## src/rtl/instr_fetch_stage.sv

```systemverilog
// Instruction fetch stage: PC, request/response fetch from instruction memory, one-entry skid buffer and IF/ID register.
// Optional FETCH_PERF_CNT_EN adds fetch and stall performance counters.
module instr_fetch_stage #(
  parameter int                ADDR_W   = 32,
  parameter logic [ADDR_W-1:0] RESET_PC = '0
) (
  input  logic              clk,
  input  logic              rst,
  output logic              imem_req,
  output logic [ADDR_W-1:0] imem_addr,
  input  logic              imem_ready,
  input  logic              imem_rvalid,
  input  logic [31:0]       imem_rdata,
  input  logic              stall,
  input  logic              redirect,
  input  logic [ADDR_W-1:0] redirect_pc,
  output logic              id_valid,
  output logic [31:0]       id_instr,
  output logic [ADDR_W-1:0] id_pc,
  output logic [ADDR_W-1:0] id_pc_plus4,
  output logic [2:0]        id_opcode,
  output logic [1:0]        id_dir_mode,
  output logic [1:0]        id_inst_type
`ifdef FETCH_PERF_CNT_EN
  ,
  output logic [31:0]       perf_fetch_cnt,
  output logic [31:0]       perf_stall_cnt
`endif
);

  typedef enum logic [1:0] {REQ, WAIT, SKID} state_t;

  state_t            state, state_next;
  logic [ADDR_W-1:0] pc;
  logic [ADDR_W-1:0] req_pc;
  logic              drop;
  logic [31:0]       skid_instr;
  logic [ADDR_W-1:0] skid_pc;

  logic path_clear;
  logic rsp;
  logic load_mem;
  logic park;
  logic load_skid;
  logic accept;

  assign path_clear = !(id_valid && stall);
  assign rsp        = (state == WAIT) && imem_rvalid;
  assign load_mem   = rsp && !drop && path_clear && !redirect;
  assign park       = rsp && !drop && !path_clear && !redirect;
  assign load_skid  = (state == SKID) && !stall && !redirect;
  assign accept     = imem_req && imem_ready;

  always_ff @(posedge clk) begin
    if (rst) state <= REQ;
    else     state <= state_next;
  end

  // Redirect outranks everything; a response landing in the redirect cycle completes the old request.
  always_comb begin
    state_next = state;
    if (redirect) begin
      state_next = (state == WAIT && !imem_rvalid) ? WAIT : REQ;
    end else begin
      unique case (state)
        REQ:  if (accept) state_next = WAIT;
        WAIT: begin
          if (rsp) begin
            if (drop)            state_next = REQ;
            else if (path_clear) state_next = accept ? WAIT : REQ;
            else                 state_next = SKID;
          end
        end
        SKID: if (!stall) state_next = REQ;
        default: state_next = REQ;
      endcase
    end
  end

  always_comb begin
    imem_req = 1'b0;
    unique case (state)
      REQ:     imem_req = path_clear && !redirect;
      WAIT:    imem_req = load_mem;
      default: imem_req = 1'b0;
    endcase
  end

  assign imem_addr = pc;

  always_ff @(posedge clk) begin
    if (rst) begin
      pc         <= RESET_PC;
      req_pc     <= '0;
      drop       <= 1'b0;
      id_valid   <= 1'b0;
      id_instr   <= '0;
      id_pc      <= '0;
      skid_instr <= '0;
      skid_pc    <= '0;
    end else if (redirect) begin
      pc         <= redirect_pc & ~ADDR_W'(3);
      drop       <= (state == WAIT) && !imem_rvalid;
      id_valid   <= 1'b0;
      skid_instr <= '0;
      skid_pc    <= '0;
    end else begin
      if (accept) begin
        pc     <= pc + ADDR_W'(4);
        req_pc <= pc;
      end
      if (rsp && drop) drop <= 1'b0;
      if (load_mem) begin
        id_valid <= 1'b1;
        id_instr <= imem_rdata;
        id_pc    <= req_pc;
      end else if (load_skid) begin
        id_valid <= 1'b1;
        id_instr <= skid_instr;
        id_pc    <= skid_pc;
      end else if (!stall) begin
        id_valid <= 1'b0;
      end
      if (park) begin
        skid_instr <= imem_rdata;
        skid_pc    <= req_pc;
      end
    end
  end

  assign id_pc_plus4  = id_pc + ADDR_W'(4);
  assign id_opcode    = id_instr[6:4];
  assign id_dir_mode  = id_instr[3:2];
  assign id_inst_type = id_instr[1:0];

`ifdef FETCH_PERF_CNT_EN
  always_ff @(posedge clk) begin
    if (rst) begin
      perf_fetch_cnt <= '0;
      perf_stall_cnt <= '0;
    end else begin
      if (load_mem || load_skid) perf_fetch_cnt <= perf_fetch_cnt + 32'd1;
      if (id_valid && stall)     perf_stall_cnt <= perf_stall_cnt + 32'd1;
    end
  end
`endif

endmodule

```

## config.mk

```make
export PLATFORM = sky130hd
export DESIGN_NAME = instr_fetch_stage
export DESIGN_NICKNAME = d
export VERILOG_FILES = /design/src/rtl/instr_fetch_stage.sv
export SDC_FILE = /design/constraint.sdc
export NUM_CORES = 1
export LEC_CHECK = 0
export ABC_CLOCK_PERIOD_IN_PS = 3000
export CAP_MARGIN = 20
export CORE_AREA = 2 2 119 150
export CTS_BUF_LIST = sky130_fd_sc_hd__clkbuf_2 sky130_fd_sc_hd__clkbuf_4 sky130_fd_sc_hd__clkbuf_8
export DETAILED_ROUTE_END_ITERATION = 7
export DIE_AREA = 0 0 121 152
export PLACE_DENSITY = 0.8
export SLEW_MARGIN = 0
export SYNTH_ARGS = -nofsm -noshare
export SYNTH_HDL_FRONTEND = slang
export SYNTH_SLANG_ARGS = --single-unit
```

## constraint.sdc

```tcl
create_clock -name clk -period 3 [get_ports clk]
set_input_delay 0.45 -clock clk [delete_from_list [all_inputs] [get_ports clk]]
set_output_delay 0.45 -clock clk [all_outputs]
set_load 0.1 [all_outputs]
```

Word level (Yosys, flattened, before mapping):

Index checks and enable logic that the tools add are counted.

* bits in registers: 196
* output and inout port bits: 137
* word-level logic and storage cells: 66
* bits of input ports: 70

* equality and inequality tests: 6
* muxes and demuxes: 21
* reduce and logical (&&, ||, !) cells: 26
* bitwise logic cells: 1
* add/subtract/negate cells: 2

Operators by type and width (number)
* 32-bit two-way mux: 6
* 32-bit by 3-bit adder with 32-bit output (second input constant): 2
* 1-bit logical AND: 13
* 2-bit two-way mux: 6
* 3-bit inequality test (second input constant): 3
* 1-bit two-way mux: 7
* 2-bit case mux with 3 select lines: 1
* 2-bit nonzero test: 3
* 1-bit zero test: 5
* 2-bit AND reduction: 2
* 3-bit by 1-bit inequality test with 1-bit output (second input constant): 1
* 3-bit AND reduction: 1
* 2-bit by 1-bit equality test with 1-bit output (second input constant): 1
* 2-bit equality test (second input constant): 1
* 2-bit zero test: 1
* 1-bit case mux with 2 select lines: 1
* 2-bit OR reduction: 1
* 1-bit inverter: 1

Longest topological paths before layout:

Gate-level depths: netlist of run 1.

* word-level depth: 13
* depth in mapped cells: 7
* depth with buffers taken out: 5

Worst setup path after synthesis of run 1:

No wires, ideal clock.

* kind: flip-flop to output port
* start: reg id_pc[4]
* end: out id_pc_plus4[29]
* path buffers: 1
* slack: -1.491 ns
* cell stages (with the launch flop): 7
* required time: 2.550 ns
* arrival: 4.041 ns
* cell sequence: dfxtp_1 > and4_1 > clkbuf_1 > nand4_2 > nor4_1 > nand3_1 > xnor2_1

* word-level cells in the longest chain between the ends: 1

Ends and longest elaborated chain
* from (decl): RTL line 19 `output logic [ADDR_W-1:0] id_pc,`
* from (signal assigned): RTL line 116 `id_pc <= req_pc;`
* from (signal assigned): RTL line 120 `id_pc <= skid_pc;`
* 32-bit by 3-bit adder with 32-bit output: RTL line 131 `assign id_pc_plus4 = id_pc + ADDR_W'(4);`
* to (decl): RTL line 20 `output logic [ADDR_W-1:0] id_pc_plus4,`

No other way between the ends.

Final worst setup path of run 1:

* start: reg id_pc[15]
* end: out id_pc_plus4[31]

Same word-level chain as after synthesis.

==> results of run 1 <==
-- power breakdown --
group / internal, mW / total, mW / switching [mW] / leakage (nW)
logic: 0.261 / 0.939 / 0.678 / 2.34
clock network: 0.592 / 1.48 / 0.892 / 0.168
registers: 2.55 / 2.63 / 0.0845 / 1.54
total: 3.40 / 5.06 / 1.65 / 4.04
-- per-layer routing --
metal	track usage [%]	up-vias
li1	-	3800
met1	30.1	3665
met2	40.4	223
met3	3.60	33
met4	8.97	0
met5	0	-
-- layout by cell type (no fill, tap or decap), types with 4 or more instances in the layout --
cell and n:
xnor2_1 15, and4_1 6, inv_1 7, o211ai_1 4, buf_12 27, xor2_1 4, nor4_1 8, nor2_1 93
and3_1 5, mux2i_1 61, a211oi_1 77, nand4_1 13, a21oi_1 100, and2_1 4, xnor2_4 5, nand3_1 23
xnor2_2 15, clkbuf_8 18, a311oi_1 5, a31oi_1 5, or3_1 6, dfxtp_4 10, clkinv_4 4, dfxtp_2 12
nand2_1 220, conb_1 6, dfxtp_1 166, buf_4 126, nor3_1 8, clkdlybuf4s50_1 66
-- sequential cells by signal (all words and copies together), names as in the netlist --
register    count
id_instr       32
skid_instr     32
id_pc          30
imem_addr      30
req_pc         30
skid_pc        30
state           2
drop            1
id_valid        1
-- repair_timing --
| action | in CTS | in global routing |
|---|---|---|
| pin swaps | 1 | 2 |
| setup buffers | 0 | 1 |
| gates resized for setup | 3 | 9 |
| endpoints found under the setup margin | 5 | 8 |
-- stage by stage --
stage	cells	setup WS [ns]	util, %
6_report	1403	0.125	65.3
3_5_place_dp	1370	0.351	63.0
2_1_floorplan	1014	-0.0952	-
4_1_cts	1402	-0.0302	65.1
3_3_place_gp	1370	0.391	63.0
5_1_grt	1403	-0.00839	65.3
-- cell type report --
| class | instances | area [um2] | area share (%) |
|---|---|---|---|
| repair buffers | 219 | 2150 | 19.2 |
| well taps | 224 | 280 | 2.51 |
| inverters | 8 | 30.0 | 0.269 |
| multi-input cells | 732 | 4540 | 40.7 |
| flip-flops and latches | 188 | 3820 | 34.2 |
| clock inverters | 14 | 96.3 | 0.864 |
| clock buffers | 18 | 248 | 2.22 |
-- path summary, 6_finish.rpt --
check	endpoint	slack, ns	cells past startpoint
worst min-delay path	req_pc[17]	0.32	2
worst max register to register	imem_addr[14]	0.83	5
worst max-delay path	id_pc_plus4[31]	0.13	7
worst min register to register	skid_instr[10]	0.46	2
-- cell families after synthesis --
| group | after synthesis | share of synthesized area [%] |
|---|---|---|
| muxes | 61 | 7.31 |
| buffers and inverters | 94 | 5.03 |
| AOI/OAI and AO/OA | 208 | 16.0 |
| adders and majority gates | 2 | 0.300 |
| other | 1 | 0.0449 |
| xor gates and xnor gates | 45 | 4.72 |
| and+or+nand+nor | 410 | 21.6 |
| DFF | 188 | 45.1 |
==> results.tsv, run 1 <==
metric	value	unit
r2r-start	imem_addr[4]	
row_count	54	
skew	0.0136	ns
holdWs	0.320	ns
finalHoldViolations	0	
num_vias	7721	
setup_violations	0	
ys_ff_latch	188	
finalMaxSlewViolations	0	
top_layer_used	met4	
path_buf_inv	2	
antenna_found_initial	0	
hold_class	input port to register	
numCtsBuffers	17	
cts_root_buffer	clkbuf_8	
syn_to_final_growth	33.6	%
initial_core_util	48.9	%
grt_pass1_wl	35800	um
io_pins	207	
place_congestion	0.807	
die-area	18400	um2
timing.setup.critical_path_class	register to output pin	
wl_met1	9460	um
crit_fanout	5	
ir_drop	0.000269	V
crit_slowest_cell	dfxtp_2	
synth.area.top_cells	dfxtp_1 (45%), nand2_1 (9.9%), mux2i_1 (7.3%), a211oi_1 (6.9%), a21oi_1 (6.0%)	
crit_start	id_pc[15]	
clock_sinks	188	
synth_cells	1009	
synth_seq_area_share	45.1	%
power_leakage	4.04	nW
yosys.cell_types.count	50	
period_minus_slack	2.87	ns
nFillCells	1476	
ctsLongestPathBuffers	2	
max_freq	348	MHz
grt_overflow	0	
syn_area	8350	um2
path_clk_slew	0.09	ns
status	finished, final reports clean	
nNetsFinal	1238	
die_w	121	um
worst_pin_slew	0.715	ns
cp-end-kind	output pin	
crit_chain	and4_4 > nand4_1 > buf_4 > nor4_4 > nand3_1 > xnor2_4 > buf_12	
required	2.55	ns
drtIter0Drc	505	
setup_tns	0	ns
post-synth-top-count-cell	nand2_1	
synth_ff_type	dfxtp_1	
grtUsageTotal	23.7	%
dr_wl_met3	1010	um
wl_met2	10800	um
place_hpwl	15100	um
synth_edf_count	0	
min-delay-start	rst	
synth_top_area_share	45.1	%
slew_headroom	52.3	%
synth_top_area_cell	dfxtp_1	
grt_max_degree	70	
drc_errors	0	
rsz0062_at_grt	true	
clk_latency	0.46	ns
antennaDiodeCount	0	
cpPeakStageDelay	0.40	ns
synthArstFlopShare	0	%
fp.coreArea	17100	um2
synth_warnings	0	
ant_nets	0	
hold_buffers	0	
placed_area	10800	um2
routedWlPerCell	15.5	um
h-tree-depth	4	
crit_family	simple AND/OR/NAND/NOR gates	
yosys-top-cells-count	nand2_1 (221), dfxtp_1 (188), a21oi_1 (100)	
io_buffers	198	
final.period_utilization	95.8	%
startpoint_type	register	
vias_per_cell	5.50	
layout-drive-gt1-share	21.3	%
grt_pass1_vias	7343	
power_density	453	nW/um2
arrival	2.42	ns
total_power	5.06	mW
totalWireLength	21700	um
fin_area	11200	um2
die-height	152	um
cts_tree	done	
first_pass_iters	4	
avgSynthCellArea	8.28	um2
drv_cap	0	
Power figures use the tool's default switching activity.
==> inputs of run 2 (changes only) <==
--- a/config.mk
+++ b/config.mk
@@ -16,3 +16,4 @@
 export SYNTH_ARGS = -nofsm -noshare
 export SYNTH_HDL_FRONTEND = slang
 export SYNTH_SLANG_ARGS = --single-unit
+export TNS_END_PERCENT = 1
==> run 2 against run 1 <==
- power grew 4.8%
- worst hold slack gained 0.14 ns
- register-to-register slack gained 0.04 ns
- largest cell class unchanged
- critical endpoint is now id_pc_plus4[23]
- combinational power grew 0.6%
- clock-buffer cell count grew 3
- critical path depth is the same
- cell count grew 0.14%
==> results.tsv, run 2 (same netlist as run 1, synthesis figures left out) <==
metric	value	unit
status	finished, final reports clean	
skew	0.0137	ns
period_minus_slack	2.91	ns
seqPwrFrac	49.8	%
p_sw	1.67	mW
hold_depth	2	
min-delay-start	skid_instr[19]	
dp_cells	1372	
swShare	31.5	%
holdWs	0.456	ns
drc_errors	0	
die-area	18400	um2
antennaDiodeCount	0	
worst_pin_slew	0.750	ns
reg.largest.list	id_instr x32, skid_instr x32	
finalNonFillerCells	1405	
arrival	2.46	ns
dp_slack	0.416	ns
syn_to_final_growth	32.7	%
path_clk_slew	0.09	ns
ant_nets	0	
crit_fanout	5	
routedWlPerCell	15.6	um
intPower	3.63	mW
finalHoldViolations	0	
worst_hold_path.endpoint	skid_instr[19]	
grt_pass1_vias	7103	
totalWireLength	21900	um
numCtsBuffers	17	
power_frac_comb	17.8	%
max_freq	344	MHz
r2r_slack	0.87	ns
fin_ws	0.0889	ns
p_clk_share	32.4	%
finalMaxSlewViolations	0	
cts_root_buffer	clkbuf_8	
clock_sinks	188	
drv_cap	0	
timing.setup.critical_path_class	register to output pin	
num_vias	7597	
grt_overflow	0	
grt_pass1_wl	35600	um
nFillCells	1459	
place_congestion	0.863	
layout_common_cells	nand2_1 (220), dfxtp_1 (176), buf_4 (128), a21oi_1 (100), nor2_1 (93)	
r2r_cells	5	
io_buffers	198	
vias_per_cell	5.41	
die_w	121	um
hold_class	register to register	
rsz0062_at_grt	true	
cp-end-kind	output pin	
layout-drive-gt1-share	20.5	%
first_pass_iters	5	
place_hpwl	14800	um
power_leakage	3.99	nW
clk_latency	0.48	ns
die-height	152	um
cts_tree	done	
initial_core_util	48.9	%
grtUsageTotal	23.8	%
setup_violations	0	
power_density	478	nW/um2
drtIter0Drc	491	
layout.cells.most_common	nand2_1	
io_pins	207	
h-tree-depth	4	
final.period_utilization	97.0	%
ir_drop	0.000279	V
grt_max_degree	72	
required	2.55	ns
nNetsFinal	1240	
startpoint_type	register	
r2r-start	imem_addr[4]	
worstReg2RegEnd	imem_addr[25]	
ctsLongestPathBuffers	2	
fp.coreArea	17100	um2
row_count	54	
slew_headroom	50.0	%
antenna_found_initial	0	
==> run 2: power groups by stage <==
stage	clock network, mW	registers, mW	logic (mW)
after floorplan	0	3.02	0.338
after global placement	0	2.69	0.940
after detailed placement	0	2.69	0.945
after CTS	1.75	2.64	0.948
after global routing	1.86	2.65	0.985
final	1.72	2.64	0.945
==> run 2: worst max path at each step <==
stage                     start               to  depth (start not counted)
floorplan              id_pc[2]  id_pc_plus4[29]                          5
global placement    imem_rvalid    imem_addr[25]                          6
detailed placement  imem_rvalid    imem_addr[25]                          6
CTS                    id_pc[3]  id_pc_plus4[24]                          6
global route           id_pc[3]  id_pc_plus4[30]                          7
finish                 id_pc[3]  id_pc_plus4[23]                          7
==> run 2: final cells by class <==
| cell class | instances | area (um2) | area share [%] |
|---|---|---|---|
| Sequential cell | 188 | 3780 | 34.1 |
| Clock inverter | 11 | 135 | 1.22 |
| Clock buffer | 21 | 277 | 2.49 |
| Timing Repair Buffer | 221 | 2160 | 19.5 |
| Tap cell | 224 | 280 | 2.53 |
| Inverter | 8 | 30.0 | 0.271 |
| Multi-Input combinational cell | 732 | 4420 | 39.9 |
==> run 2: routing by layer <==
metal  part of all wire, %  up-vias  GRT usage [%]
met1                    43     3548           30.6
met3                   5.0       30           4.20
met5                     0        -              0
li1                      -     3793              -
met4                   2.0        0           8.14
met2                    50      226           40.1
==> run 2: what timing repair did <==
action                                 4_1_cts  5_1_grt
pin swaps                                    0        2
gates resized for setup                      2        8
hold buffers                                 0        0
setup endpoints to repair                    8       10
endpoints found under the hold margin        0        0
buffers inserted                             0        1
gates cloned                                 0        0
==> run 2: through the flow <==
stage	setup TNS, ns	util [%]	power [mW]	area (um2)
final	0	64.8	5.30	11100
after global routing	-0.169	64.8	5.49	11100
after CTS	0	64.6	5.34	11000
after detailed placement	0	62.2	3.64	10600
after global placement	0	62.2	3.63	10600
after floorplan	-8.84	-	3.36	8560
==> run 2: critical path, cell delays in order, from the launching register on <==
cell	delay (ns)
dfxtp_1	0.41
and2_1	0.27
nand4_2	0.21
buf_4	0.23
nor2_1	0.27
nand4_1	0.19
xnor2_2	0.21
buf_12	0.20
